**config.mk**
```make
export PLATFORM = sky130hd
export DESIGN_NAME = gmii_tx_sched
export DESIGN_NICKNAME = d
export VERILOG_FILES = /design/src/rtl/gmii_pkg.sv /design/src/rtl/rr_arbiter.sv /design/src/rtl/gmii_tx_sched.sv
export SDC_FILE = /design/constraint.sdc
export NUM_CORES = 1
export LEC_CHECK = 0
export CAP_MARGIN = 0
export CORE_ASPECT_RATIO = 0.8
export CORE_MARGIN = 3
export CORE_UTILIZATION = 52
export CTS_CLUSTER_SIZE = 28
export DETAILED_ROUTE_END_ITERATION = 10
export PLACE_DENSITY = 0.87
export SETUP_SLACK_MARGIN = 0.1
export SLEW_MARGIN = 10
export SYNTH_ARGS = -nofsm -noshare
export SYNTH_HDL_FRONTEND = slang
export SYNTH_SLANG_ARGS = --single-unit
```
**constraint.sdc**
```tcl
create_clock -name clk_125m -period 4.9 [get_ports clk_125m]
set_input_delay 0.98 -clock clk_125m [delete_from_list [all_inputs] [get_ports clk_125m]]
set_output_delay 0.98 -clock clk_125m [all_outputs]
set_load 0.05 [all_outputs]
```
**src/rtl/gmii_pkg.sv**
```systemverilog
// Shared GMII transmit constants, scheduler state encoding and helpers.
package gmii_pkg;

   localparam logic [7:0]  GMII_PRE = 8'h55;
   localparam logic [7:0]  GMII_SFD = 8'hD5;
   localparam int unsigned CNT_W    = 11;

   typedef enum logic [2:0] {
      IDLE,
      PRE,
      SFD,
      DATA,
      ABORT,
      IFG
   } tx_state_t;

   // Index of the set bit in a one-hot vector of up to 8 bits; 0 when none set.
   function automatic logic [2:0] onehot_idx(input logic [7:0] oh);
      onehot_idx = '0;
      for (int unsigned i = 0; i < 8; i++) begin
         if (oh[i]) onehot_idx = 3'(i);
      end
   endfunction

endpackage

```
**src/rtl/rr_arbiter.sv**
```systemverilog
// Round-robin pick among requesters, starting at a registered pointer that
// moves to one past the finishing source when ptr_upd is pulsed.
module rr_arbiter
   import gmii_pkg::*;
#(
   parameter int unsigned NUM_SRC = 2
) (
   input  logic               clk,
   input  logic               rst_n,
   input  logic [NUM_SRC-1:0] req,
   input  logic               ptr_upd,
   input  logic [NUM_SRC-1:0] cur_gnt,
   output logic [NUM_SRC-1:0] gnt
);

   localparam int unsigned PW = (NUM_SRC > 1) ? $clog2(NUM_SRC) : 1;

   logic [PW-1:0] ptr_q;
   logic [PW-1:0] idx;
   logic [2:0]    cur_idx;
   logic          found;

   assign cur_idx = onehot_idx(8'(cur_gnt));

   always_ff @(posedge clk or negedge rst_n) begin
      if (!rst_n) begin
         ptr_q <= '0;
      end else if (ptr_upd) begin
         ptr_q <= (cur_idx == 3'(NUM_SRC - 1)) ? '0 : PW'(cur_idx + 3'd1);
      end
   end

   always_comb begin
      gnt   = '0;
      found = 1'b0;
      idx   = '0;
      for (int unsigned i = 0; i < NUM_SRC; i++) begin
         idx = PW'((32'(ptr_q) + i) % NUM_SRC);
         if (!found && req[idx]) begin
            gnt[idx] = 1'b1;
            found    = 1'b1;
         end
      end
   end

endmodule

```
**src/rtl/gmii_tx_sched.sv**
```systemverilog
// GMII TX frame scheduler: round-robin shares one GMII port among NUM_SRC
// byte-stream sources, adding preamble/SFD and enforcing the inter-frame gap.
module gmii_tx_sched
   import gmii_pkg::*;
#(
   parameter int unsigned NUM_SRC   = 2,
   parameter int unsigned PRE_BYTES = 7,
   parameter int unsigned IFG_BYTES = 12,
   parameter int unsigned MAX_FRAME = 1522
) (
   input  logic                 clk_125m,
   input  logic                 rst_n,
   input  logic [NUM_SRC-1:0]   req,
   output logic [NUM_SRC-1:0]   gnt,
   input  logic [NUM_SRC*8-1:0] din,
   input  logic [NUM_SRC-1:0]   din_vld,
   input  logic [NUM_SRC-1:0]   din_last,
   output logic [NUM_SRC-1:0]   din_ack,
   output logic [7:0]           txd,
   output logic                 tx_en,
   output logic                 tx_er,
   output logic                 tx_abort
);

   tx_state_t          state_q, state_d;
   logic [CNT_W-1:0]   cnt_q, cnt_d, cnt_inc;
   logic [7:0]         txd_d;
   logic               tx_en_d, tx_er_d, abort_d;
   logic [NUM_SRC-1:0] gnt_d, pick;
   logic               ptr_upd;
   logic [7:0]         g_byte;
   logic               g_vld, g_last;

   rr_arbiter #(
      .NUM_SRC (NUM_SRC)
   ) u_arb (
      .clk     (clk_125m),
      .rst_n   (rst_n),
      .req     (req),
      .ptr_upd (ptr_upd),
      .cur_gnt (gnt),
      .gnt     (pick)
   );

   always_comb begin
      g_byte = '0;
      for (int unsigned i = 0; i < NUM_SRC; i++) begin
         if (gnt[i]) g_byte = din[8*i +: 8];
      end
   end

   assign g_vld   = |(din_vld & gnt);
   assign g_last  = |(din_last & gnt);
   assign din_ack = (state_q == SFD || state_q == DATA) ? gnt : '0;
   assign cnt_inc = (cnt_q == '1) ? cnt_q : cnt_q + 1'b1;

   // Outputs are computed for the next cycle and registered, so each state
   // decides what txd/tx_en show one cycle later.
   always_comb begin
      state_d = state_q;
      cnt_d   = cnt_q;
      txd_d   = '0;
      tx_en_d = 1'b0;
      tx_er_d = 1'b0;
      abort_d = 1'b0;
      gnt_d   = gnt;
      ptr_upd = 1'b0;
      case (state_q)
         IDLE: begin
            if (|req) begin
               state_d = PRE;
               cnt_d   = '0;
               txd_d   = GMII_PRE;
               tx_en_d = 1'b1;
               gnt_d   = pick;
            end
         end
         PRE: begin
            tx_en_d = 1'b1;
            if (cnt_q == CNT_W'(PRE_BYTES - 1)) begin
               state_d = SFD;
               cnt_d   = '0;
               txd_d   = GMII_SFD;
            end else begin
               cnt_d = cnt_inc;
               txd_d = GMII_PRE;
            end
         end
         SFD, DATA: begin
            if (!g_vld || (!g_last && cnt_q == CNT_W'(MAX_FRAME - 1))) begin
               state_d = ABORT;
               tx_en_d = 1'b1;
               tx_er_d = 1'b1;
               abort_d = 1'b1;
               gnt_d   = '0;
               ptr_upd = 1'b1;
            end else if (g_last) begin
               state_d = IFG;
               cnt_d   = '0;
               txd_d   = g_byte;
               tx_en_d = 1'b1;
               ptr_upd = 1'b1;
            end else begin
               state_d = DATA;
               cnt_d   = cnt_inc;
               txd_d   = g_byte;
               tx_en_d = 1'b1;
            end
         end
         ABORT: begin
            // Abort cycle already is the last tx_en cycle, so the gap count starts at 1.
            state_d = IFG;
            cnt_d   = CNT_W'(1);
            gnt_d   = '0;
         end
         IFG: begin
            gnt_d = '0;
            if (cnt_q == CNT_W'(IFG_BYTES)) begin
               state_d = IDLE;
               cnt_d   = '0;
            end else begin
               cnt_d = cnt_inc;
            end
         end
         default: begin
            state_d = IDLE;
            cnt_d   = '0;
            gnt_d   = '0;
         end
      endcase
   end

   always_ff @(posedge clk_125m or negedge rst_n) begin
      if (!rst_n) begin
         state_q  <= IDLE;
         cnt_q    <= '0;
         txd      <= '0;
         tx_en    <= 1'b0;
         tx_er    <= 1'b0;
         tx_abort <= 1'b0;
         gnt      <= '0;
      end else begin
         state_q  <= state_d;
         cnt_q    <= cnt_d;
         txd      <= txd_d;
         tx_en    <= tx_en_d;
         tx_er    <= tx_er_d;
         tx_abort <= abort_d;
         gnt      <= gnt_d;
      end
   end

endmodule
```
==> out/results.txt <==
status = completed
unrepaired setup endpoints after global routing = false
worst endpoint required time = 3920 ps
Synth Register Bits = 27
register area = 676 um^2
CTS Hold Bufs = 0
number of buffers created by CTS = 3
total power = 1.01 mW
ant diodes = 0
CTS max path bufs = 2
worst-margin pin slew = 608 ps
vias per cell = 6.25
Critical Path Fanout Max = 13
Clock transition at path regs = 80 ps
NumNets Final = 222
worst path cell trace = nor2b_1, and2_1, clkdlybuf4s50_1
pin count of the biggest net entering global routing = 28
post-synth net total = 186
VDD IR max = 302 uV
commonest non-fill, non-tap cells in the layout = 37 x clkdlybuf4s50_1, 27 x dfrtp_1, 12 x nand2_1, 12 x nor2_1
setup tns final = 0 ps
Sink Count = 27
CTS H-tree depth = 1
routability congestion estimate = 0.874
async set or reset register ratio after synthesis = 100%
postcts setup bufs = 0
Pleak = 0.799 nW
mean post-synth cell area = 9.65 um^2
Clock Skew = 4.95 ps
Worst Path Buf+Inv = 1
root buf cell = clkbuf_8
first-pass GRT wire length = 6.20 mm
cell accounting for the most synthesized area = dfrtp_1
PortBufs = 38
crit start category = flip-flop
crit path max-delay cell type = clkdlybuf4s50_1
vias in the first global route = 1273
initial antenna violation count = 0
top post-synthesis cells by area = dfrtp_1 44%, a22oi_1 5.4%, a21oi_1 3.6%, o21ai_0 3.6%, ha_1 3.3%
Via Count = 1432
DRT iter0 DRCs = 161
Slew Viols, Final = 0
share of post-route cells with drive strength above 1 = 5.18%
Final min period = 3160 ps
Syn Inst Count = 158
DR pass1 iterations = 5
Die W = 66.5 um
average wire per standard cell = 17.4 um
Max-cap violations = 0
CP max stage delay = 800 ps
# setup viols final = 0
I/O Pins = 39
commonest non-fill, non-tap cell in the layout = clkdlybuf4s50_1
Layout area overhead = 28.4%
cell family contributing the most delay on the critical path = buffers and inverters
slew margin rel. = 59.5%
area taken by multi-input logic gates = 797 um^2
fillers = 188
DRC = 0
crit path kind = reg -> out
Post-synth EDFFs = 0
Post-DRT Antenna Nets = 0
Main synth FF type = dfrtp_1
Initial Util = 58.1%
clock tree from TritonCTS = done
core area = 2620 um^2
Worst-Skew Late Latency = 270 ps
Yosys top cell area share = 44.3%
Seq/Total Area, Yosys = 44.3%
Final Cycle Share = 64.5%
Routed WL = 3.99 mm
std cell rows = 16
Synth cell types = 41
Fmax achieved = 0.316 GHz
worst hold slack = 567 ps
Synth warnings = 0
Post-DP HPWL = 3.07 mm
hold crit path type = reg -> reg
Pwr Density = 514 nW/um^2
CP arrival = 2180 ps
CP endpoint kind = output port
Final Hold Fails = 0
post_cts resized = 0
Chip Height = 54.4 um
Synth Cell Area = 1520 um^2
gr usage total = 22.8%
die area = 3620 um^2
GRT Residual Overflow = 0
worst reg2reg max path, delay by kind of cell, from the launching register on:
| family | cells | cell delay (ps) |
|---|---|---|
| AO/OA/AOI/OAI | 4 | 1260 |
| flip-flops | 1 | 570 |
| AND/OR/NAND/NOR | 1 | 260 |
final cells by class:
type	count	area share [%]
Multi-Input combinational cell	119	40.7
Inverter	5	0.959
Tap cell	36	2.30
Sequential cell	27	34.5
Clock buffer	4	2.30
Timing Repair Buffer	38	19.2
power breakdown:
part	internal, mW	total [mW]	switching [mW]
clock network	0.0582	0.124	0.0661
registers	0.277	0.349	0.0723
logic	0.200	0.532	0.332
total	0.535	1.01	0.470
sequential cells by signal (all words and copies together) (netlist names):
| register | count |
|---|---|
| tx_en | 1 |
| state_q | 3 |
| txd | 8 |
| gnt | 2 |
| tx_abort | 1 |
| cnt_q | 11 |
| u_arb.ptr_q | 1 |
synth_stat cells, types with 3 or more instances:
| cell | instances |
|---|---|
| dfrtp_1 | 27 |
| nand2_1 | 12 |
| nor2_1 | 12 |
| a21oi_1 | 11 |
| a22oi_1 | 11 |
| o21ai_0 | 11 |
| and3_1 | 5 |
| inv_1 | 5 |
| or3_1 | 5 |
| and2_1 | 4 |
| ha_1 | 4 |
| nand2b_1 | 4 |
| a32o_1 | 3 |
| clkbuf_1 | 3 |
| nor2b_1 | 3 |
logic make-up (layout without fill, tap and decap cells):
logic type,Yosys count,in the layout,synth area share [%]
XOR/XNOR,2,2,1.15
AO/OA/AOI/OAI,52,52,25.5
buffers and inverters,12,47,3.37
adder cells (fa/ha/maj),4,4,3.28
AND/OR/NAND/NOR,59,59,21.0
flip-flops,27,27,44.3
multiplexers,2,2,1.31
layer usage:
| metal | up-vias | share of wire, % | global-route usage [%] |
|---|---|---|---|
| met5 | - | 0 | 0 |
| met4 | 0 | 0.53 | 4.39 |
| met3 | 6 | 7.5 | 3.70 |
| met2 | 77 | 48 | 36.2 |
| met1 | 690 | 44 | 33.1 |
| li1 | 659 | - | - |
final timing paths:
kind	slack [ps]	startpoint	endpoint	cells past startpoint
hold reg to reg	570	u_arb.ptr_q$_DFFE_PN0P_	u_arb.ptr_q$_DFFE_PN0P_	2
hold / removal	570	u_arb.ptr_q$_DFFE_PN0P_	u_arb.ptr_q$_DFFE_PN0P_	2
setup / recovery	1740	state_q[2]$_DFFE_PN0P_	din_ack[0]	3
max in group asynchronous	3790	rst_n	state_q[0]$_DFFE_PN0P_	1
setup reg to reg	2710	gnt[1]$_DFFE_PN0P_	gnt[1]$_DFFE_PN0P_	5
min in group asynchronous	710	rst_n	cnt_q[7]$_DFFE_PN0P_	1
per-stage QoR:
step | instances | utilization, % | worst slack [ps] | area (um^2)
6_report | 229 | 74.6 | 1740 | 1960
5_1_grt | 229 | 74.6 | 1650 | 1960
4_1_cts | 229 | 74.8 | 1770 | 1960
3_5_place_dp | 225 | 73.1 | 1980 | 1920
3_3_place_gp | 225 | 73.1 | 2110 | 1920
2_1_floorplan | 158 | - | 2470 | 1520
(Power assumes the default switching activity.)
